==> config.mk <==
export PLATFORM = sky130hd
export DESIGN_NAME = sm_step_conditioner
export DESIGN_NICKNAME = d
export VERILOG_FILES = /design/src/rtl/sm_step_conditioner.sv
export SDC_FILE = /design/constraint.sdc
export NUM_CORES = 1
export LEC_CHECK = 0
export CAP_MARGIN = 20
export CORE_MARGIN = 2
export CORE_UTILIZATION = 25
export DETAILED_ROUTE_END_ITERATION = 8
export PLACE_DENSITY_LB_ADDON = 0.2
export SLEW_MARGIN = 20
export SYNTH_ARGS = -nofsm -noshare
export SYNTH_HDL_FRONTEND = slang
export SYNTH_SLANG_ARGS = --single-unit
==> constraint.sdc <==
create_clock -name clk -period 8.4 [get_ports clk]
set_clock_uncertainty 0.15 [all_clocks]
set_input_delay 1.68 -clock clk [delete_from_list [all_inputs] [get_ports clk]]
set_output_delay 1.68 -clock clk [all_outputs]
set_load 0.03 [all_outputs]
==> src/rtl/sm_step_conditioner.sv <==
// Step/dir/enable conditioner for an external stepper driver: enforces enable wake-up,
// direction setup and pulse widths, queues one request, blocks limits, tracks position.
//
// state       | meaning
// S_DISABLED  | driver disabled, requests ignored
// S_WAKE      | driver enabled, waiting out enable setup
// S_IDLE      | ready, dispatches the pending request
// S_DIR_SETUP | dir_out changed, waiting before the pulse
// S_STEP_HIGH | step_out high, fixed width
// S_STEP_LOW  | step_out low, minimum gap
module sm_step_conditioner #(
  parameter int T_EN_SETUP  = 2500,
  parameter int T_DIR_SETUP = 250,
  parameter int T_HIGH      = 100,
  parameter int T_LOW       = 100,
  parameter int POS_WIDTH   = 24
) (
  input  logic                 clk,
  input  logic                 rst,
  input  logic                 step_in,
  input  logic                 dir_in,
  input  logic                 sm_en_in,
  input  logic                 limit_fwd,
  input  logic                 limit_rev,
  input  logic                 pos_clr,
  output logic                 step_out,
  output logic                 dir_out,
  output logic                 en_out,
  output logic                 busy,
  output logic                 limit_hit,
  output logic [POS_WIDTH-1:0] pos,
  output logic [7:0]           drop_cnt
);

  localparam int CW = 16;
  localparam logic [CW-1:0]        LD_EN   = CW'(T_EN_SETUP - 1);
  localparam logic [CW-1:0]        LD_DIR  = CW'(T_DIR_SETUP - 1);
  localparam logic [CW-1:0]        LD_HIGH = CW'(T_HIGH - 1);
  localparam logic [CW-1:0]        LD_LOW  = CW'(T_LOW - 1);
  localparam logic [CW-1:0]        CNT_ONE = CW'(1);
  localparam logic [POS_WIDTH-1:0] POS_ONE = POS_WIDTH'(1);

  typedef enum logic [2:0] {
    S_DISABLED,
    S_WAKE,
    S_IDLE,
    S_DIR_SETUP,
    S_STEP_HIGH,
    S_STEP_LOW
  } state_t;

  state_t               state_q, state_d;
  logic [CW-1:0]        cnt_q, cnt_d;
  logic                 step_q;
  logic                 pending_q, pending_d;
  logic                 dir_req_q, dir_req_d;
  logic                 dir_q, dir_d;
  logic                 dis_q, dis_d;
  logic                 limit_hit_q, limit_hit_d;
  logic [POS_WIDTH-1:0] pos_q, pos_d;
  logic [7:0]           drop_q, drop_d;
  logic                 rise;
  logic                 tc;
  logic                 consume;

  assign rise = step_in & ~step_q;
  assign tc   = (cnt_q == '0);

  always_ff @(posedge clk or posedge rst) begin
    if (rst) begin
      state_q     <= S_DISABLED;
      cnt_q       <= '0;
      step_q      <= 1'b0;
      pending_q   <= 1'b0;
      dir_req_q   <= 1'b0;
      dir_q       <= 1'b0;
      dis_q       <= 1'b0;
      limit_hit_q <= 1'b0;
      pos_q       <= '0;
      drop_q      <= '0;
    end else begin
      state_q     <= state_d;
      cnt_q       <= cnt_d;
      step_q      <= step_in;
      pending_q   <= pending_d;
      dir_req_q   <= dir_req_d;
      dir_q       <= dir_d;
      dis_q       <= dis_d;
      limit_hit_q <= limit_hit_d;
      pos_q       <= pos_d;
      drop_q      <= drop_d;
    end
  end

  always_comb begin
    state_d     = state_q;
    cnt_d       = tc ? cnt_q : cnt_q - CNT_ONE;
    dir_d       = dir_q;
    dis_d       = 1'b0;
    limit_hit_d = 1'b0;
    consume     = 1'b0;
    pos_d       = pos_q;
    pending_d   = pending_q;
    dir_req_d   = dir_req_q;
    drop_d      = drop_q;

    unique case (state_q)
      S_DISABLED: begin
        if (sm_en_in) begin
          state_d = S_WAKE;
          cnt_d   = LD_EN;
        end
      end
      S_WAKE: begin
        if (!sm_en_in)  state_d = S_DISABLED;
        else if (tc)    state_d = S_IDLE;
      end
      S_IDLE: begin
        if (!sm_en_in) begin
          state_d = S_DISABLED;
        end else if (pending_q) begin
          consume = 1'b1;
          if ((dir_req_q && limit_fwd) || (!dir_req_q && limit_rev)) begin
            limit_hit_d = 1'b1;
          end else if (dir_req_q != dir_q) begin
            dir_d   = dir_req_q;
            state_d = S_DIR_SETUP;
            cnt_d   = LD_DIR;
          end else begin
            state_d = S_STEP_HIGH;
            cnt_d   = LD_HIGH;
          end
        end
      end
      S_DIR_SETUP: begin
        if (!sm_en_in) begin
          state_d = S_DISABLED;
        end else if (tc) begin
          state_d = S_STEP_HIGH;
          cnt_d   = LD_HIGH;
        end
      end
      S_STEP_HIGH: begin
        // a disable request is remembered so the pulse always completes
        dis_d = dis_q | ~sm_en_in;
        if (tc) begin
          if (dis_d) begin
            state_d = S_DISABLED;
          end else begin
            state_d = S_STEP_LOW;
            cnt_d   = LD_LOW;
          end
        end
      end
      S_STEP_LOW: begin
        if (!sm_en_in)  state_d = S_DISABLED;
        else if (tc)    state_d = S_IDLE;
      end
      default: state_d = S_DISABLED;
    endcase

    if (state_d == S_STEP_HIGH && state_q != S_STEP_HIGH)
      pos_d = dir_q ? pos_q + POS_ONE : pos_q - POS_ONE;
    if (pos_clr)
      pos_d = '0;

    if (consume)
      pending_d = 1'b0;
    if (rise && state_q != S_DISABLED) begin
      if (!pending_q || consume) begin
        pending_d = 1'b1;
        dir_req_d = dir_in;
      end else if (drop_q != 8'hFF) begin
        drop_d = drop_q + 8'd1;
      end
    end
    if (state_d == S_DISABLED)
      pending_d = 1'b0;
  end

  assign step_out  = (state_q == S_STEP_HIGH);
  assign dir_out   = dir_q;
  assign en_out    = (state_q != S_DISABLED);
  assign busy      = pending_q | (state_q inside {S_DIR_SETUP, S_STEP_HIGH, S_STEP_LOW});
  assign limit_hit = limit_hit_q;
  assign pos       = pos_q;
  assign drop_cnt  = drop_q;

endmodule

# Yosys cells after proc, flatten, opt, wreduce, memory -nomap -nowiden

Index checks and enable logic that the tools add are counted.
Widths: inputs -> output; s select.

Add/sub/neg operators: 4
Multiply operators: 0
Div/mod/pow operators: 0
Order comparisons: 0
Equality and inequality tests: 9
Shifts and indexed selects: 0
Mux-type cells: 38
Bitwise logic cells: 7
Reductions and logical operators: 18

Operators by type and width:

| kind                  | number |
|---|---|
| $mux 16               | 9 |
| $mux 24               | 3 |
| $pmux 16 s4           | 1 |
| $mux 3                | 11 |
| $add 24x1->24 const B | 1 |
| $sub 24x1->24 const B | 1 |
| $logic_not 16->1      | 1 |
| $sub 16x1->16 const B | 1 |
| $pmux 3 s5            | 1 |
| $mux 1                | 12 |
| $eq 3x3->1 const B    | 3 |
| $add 8x1->8 const B   | 1 |
| $mux 8                | 1 |
| $ne 8x8->1 const B    | 1 |
| $eq 3x2->1 const B    | 2 |
| $logic_not 3->1       | 2 |
| $reduce_bool 3->1     | 2 |
| $reduce_and 5->1      | 1 |
| $logic_and 1x1->1     | 4 |
| $not 1->1             | 4 |
| $eq 3x1->1 const B    | 1 |
| $ne 3x3->1 const B    | 1 |
| $reduce_and 3->1      | 1 |
| $logic_not 1->1       | 2 |
| 7 further kinds       | 9 |

Register bits after elaboration: 57
Bits in latches: 0
Memory bits (writable): 0
Memory bits (read-only): 0
Logic and storage cells: 86
Memories kept: 0

# Longest topological paths before layout

Depth after elaboration: 11
Mapped depth: 12
Gate-level depth less buffers: 12

# Worst setup path after synthesis

OpenSTA, ideal clock, no wires.

Kind: input to register
Start point: in sm_en_in
End point: reg pos_q[23], in the netlist pos[23]
Arrival: 3.406 ns
Data required time: 8.122 ns
Slack: 4.717 ns
Stages on the path: 6
Buffers on the path: 0
Cell sequence: nor2b_1 -> nand2_1 -> a21o_1 -> or4_1 -> nor4_2 -> mux2_1

Word-level cells in the longest chain between the ends: 8

RTL lines:

| element                       | RTL line | RTL |
|---|---|---|
| start: declaration            | 22       | `input logic sm_en_in,` |
| $not 1->1                     | 145      | `dis_d = dis_q \| ~sm_en_in;` |
| $or 1x1->1                    | 145      |  |
| $mux 3                        | 147      | `if (dis_d) begin` |
| $mux 3                        | 146      | `if (tc) begin` |
| $pmux 3 s5 *                  | 107      | `unique case (state_q)` |
| $eq 3x3->1 *                  | 162      | `if (state_d == S_STEP_HIGH && state_q != S_STEP_HIGH)` |
| $logic_and 1x1->1 *           | 162      |  |
| $reduce_bool 2->1 (no line) * | -        |  |
| end signal: assignment        | 90       | `pos_q <= pos_d;` |
| end: declaration              | 60       | `logic [POS_WIDTH-1:0] pos_q, pos_d;` |

Every way passes the cells marked *; elsewhere a longest branch is shown, timed or not.
A chain may end at the register's enable or synchronous reset.

# Worst setup path after layout

Ends and elaborated chain as after synthesis.

==> impl_summary.log <==
INFO  metric synthesis.nets = slightly above 500
INFO  metric layout.cells.most_common = sky130_fd_sc_hd__nand2_1
INFO  metric topRoutingLayerUsed = met4
INFO  metric drcViolationCount = 0
INFO  metric finalCoreUtilization = 0.318
INFO  metric ys_warn_count = 0
INFO  metric netlist-cell-type-count = 56
INFO  metric worst-r2r-cell-count = 10
INFO  metric path_cells = clkdlybuf4s50_1 -> nor2b_1 -> nand2_1 -> a21o_1 -> buf_4 -> or4_1 -> nor4_2 -> mux2_1
INFO  metric timing.critical_path.from = sm_en_in
INFO  metric route.layer.met1.wl = 5240 µm
INFO  metric power_density = 160 nW/µm²
INFO  metric drt_pre_antenna_iters = 4
INFO  metric reg2reg_to = pos[22]$_DFFE_PP0P_
INFO  metric placement_rows = 46
INFO  metric maxSlewHeadroom = 0.324
INFO  metric mostFrequentLayoutCells = sky130_fd_sc_hd__nand2_1 (58), sky130_fd_sc_hd__dfrtp_1 (57), sky130_fd_sc_hd__a21oi_1 (52)
INFO  metric syn_area_per_cell = ~8.5 µm²
INFO  metric ff2ff_setup_slack = 4.36 ns
INFO  metric timing.hold.ws = 0.353 ns
INFO  metric postSynthCellCount = 481
INFO  metric clock_sinks = 57
INFO  metric required = 8.46 ns
INFO  metric setup_violations_final = 0
INFO  metric cp_slowest_cell = sky130_fd_sc_hd__clkdlybuf4s50_1
INFO  metric met2_length = between 5000 and 6000 µm
INFO  metric worst-endpoint-arrival = 4.58 ns
INFO  metric cpPeakStageDelay = 0.68 ns
INFO  metric syn_area = 4070 µm²
INFO  metric critical-path-top-delay-family = simple AND/OR/NAND/NOR gates
INFO  metric initial_utilization = 0.256
INFO  metric grt_first_pass_wirelength = 17900 µm
INFO  metric crit-reg2reg-launch = dir_out$_DFFE_PP0P_
INFO  metric post_cts_buffers = 0
INFO  metric post_cts_resize_count = 0
INFO  metric setup.worst_path.end = pos[23]$_DFFE_PP0P_
INFO  metric grt-ovfl-total = 0
INFO  metric first_global_vias = 3548
INFO  metric grt_max_degree = 58
INFO  metric routed-wl-met3 = 360 µm
INFO  metric clockRootBuffer = sky130_fd_sc_hd__clkbuf_16
INFO  metric critical_setup_path_class = in -> reg
INFO  metric detailed_place.area = 4750 µm²
INFO  metric finalMaxSlewViolations = 0
INFO  metric rsz0062_at_grt = false
INFO  metric postRouteAntennaNets = 0
INFO  metric critical_path.n_buffers_inverters = 2
INFO  metric finalCriticalPeriod = about 4.5 ns
INFO  metric seq_area_frac_synth = 0.351
INFO  metric status = finished clean
INFO  metric post-place-ws = 3.55 ns
INFO  metric chipHeight = 132 µm
INFO  metric finalWirelength = 10900 µm
INFO  metric initialDrtViolationCount = 320
INFO  metric postLayoutCellArea = 5060 µm²
INFO  metric postLayoutSetupSlackWorst = 3.88 ns
INFO  metric wire_per_inst = ~15 µm
INFO  metric io-pin-count = 45
INFO  metric yosys_register_bits = 57
INFO  metric vdd_ir_drop_max = 0.103 mV
INFO  metric finalSetupTns = 0 ns
INFO  metric die_width = 132 µm
INFO  metric achievable-frequency = 221 MHz
INFO  metric design.die.area = 17300 µm²
INFO  metric cts_hold_buf = 0
INFO  metric grt_util_all_layers = 0.125
INFO  metric num_antenna_cells = 0
INFO  metric worst-slew-pin-transition = 0.988 ns
INFO  metric cell_count_along_the_critical_path = 8
INFO  metric worst-path-max-fanout = 23
INFO  metric finish.net_count = 559
INFO  metric clk_path_buf_depth = 2
INFO  metric clock_insertion_delay_worst_skew = roughly 0.33 ns
INFO  metric timing.critical_path.to_type = flip-flop
INFO  metric cellLeakagePower = 2.12 nW
INFO  metric detailed_place_hpwl = 7750 µm
INFO  metric synthesis_to_finish_area_growth = 24.3%
INFO  metric cts_inserted_buffers = 9
INFO  metric maxCapViolCount = 0
INFO  metric post_drt_via_cell_ratio = 4.97
INFO  metric core = 15900 µm²
INFO  metric antenna_found_initial = 0
INFO  metric final_min_period_over_clock_period = 0.538
INFO  metric place_congestion = 0.823
INFO  metric via_count = 3699
INFO  metric tritoncts_clock_tree = done
INFO  metric cts-htree-levels = 3
INFO  metric post_route_cells_drive_above_1_share = 0.0643
INFO  metric clk_pin_slew_worst_paths = 0.06 ns
INFO  metric share_of_flip_flops_with_an_asynchronous_set_or_reset = 1.00
INFO  metric number_of_enable_type_register_cells_in_the_synthesized_netlist = 0
INFO  metric dominantRegCellSynth = sky130_fd_sc_hd__dfrtp_1
INFO  metric timing.final.hold_violations = 0
INFO  metric worstHoldPathType = reg -> reg
INFO  metric sort_of_element_at_the_start_of_the_critical_path = input pin
INFO  metric port_buffers = 44
==> sequential cells by signal, indices dropped and copies added, names as in the netlist <==
name       flops
cnt_q         16
dir_out        1
dir_req_q      1
dis_q          1
drop_cnt       8
limit_hit      1
pending_q      1
pos           24
state_q        3
step_q         1
==> logic make-up after synthesis <==
group,share of synthesized area
flops,0.351
fa+ha+maj,0.0849
buf+inv,0.0314
compound gates,0.209
xor+xnor,0.0603
simple gates,0.245
mux,0.0188
==> power breakdown <==
group	internal, W	leakage, nW	switching (W)
Clock	0.000232	0.139	0.000143
Combinational	0.0000485	1.23	0.0000675
Sequential	0.000294	0.753	0.0000247
==> worst min-delay path by stage <==
stage	startpoint	end	cells past startpoint
6_report	drop_cnt[4]$_DFFE_PP0P_	drop_cnt[4]$_DFFE_PP0P_	1
5_1_grt	drop_cnt[4]$_DFFE_PP0P_	drop_cnt[4]$_DFFE_PP0P_	1
4_1_cts	drop_cnt[4]$_DFFE_PP0P_	drop_cnt[4]$_DFFE_PP0P_	1
3_5_place_dp	drop_cnt[4]$_DFFE_PP0P_	drop_cnt[4]$_DFFE_PP0P_	1
3_3_place_gp	drop_cnt[4]$_DFFE_PP0P_	drop_cnt[4]$_DFFE_PP0P_	1
2_1_floorplan	dis_q$_DFF_PP0_	dis_q$_DFF_PP0_	2
==> layer usage <==
metal	vias up	track usage
li1	1854	-
met1	1766	0.164
met2	73	0.207
met3	6	0.0305
met4	0	0.0320
met5	-	0
==> synth_stat cells, types with 8 or more instances <==
library cell / instances / share of area
sky130_fd_sc_hd__nand2_1: 58 / 0.054
sky130_fd_sc_hd__nor2b_1: 11 / 0.017
sky130_fd_sc_hd__ha_1: 26 / 0.080
sky130_fd_sc_hd__xor2_1: 8 / 0.017
sky130_fd_sc_hd__a21oi_1: 52 / 0.064
sky130_fd_sc_hd__nand3b_1: 10 / 0.018
sky130_fd_sc_hd__nor3_1: 14 / 0.017
sky130_fd_sc_hd__o21ai_0: 30 / 0.037
sky130_fd_sc_hd__clkbuf_1: 17 / 0.016
sky130_fd_sc_hd__a21o_1: 10 / 0.018
sky130_fd_sc_hd__nor2_1: 36 / 0.033
sky130_fd_sc_hd__inv_1: 17 / 0.016
sky130_fd_sc_hd__xnor2_1: 20 / 0.043
sky130_fd_sc_hd__nand3_1: 10 / 0.012
sky130_fd_sc_hd__nand4_1: 8 / 0.012
sky130_fd_sc_hd__dfrtp_1: 57 / 0.35
==> metrics by stage <==
stage / power (W) / instances
4_1_cts: 0.000825 / 745
3_3_place_gp: 0.000439 / 729
3_5_place_dp: 0.000439 / 729
6_report: 0.000809 / 745
2_1_floorplan: 0.000401 / 481
5_1_grt: 0.000853 / 745
==> layout make-up <==
type / instances / area [µm²]
clock buffer: 9 / 225
clock inverter: 7 / 78.8
tap: 216 / 270
timing repair buffer: 49 / 478
multi-input combinational: 390 / 2510
fill: 1700 / 10800
inverter: 17 / 63.8
sequential: 57 / 1430
Note: power is estimated with default switching activity, not from simulation.
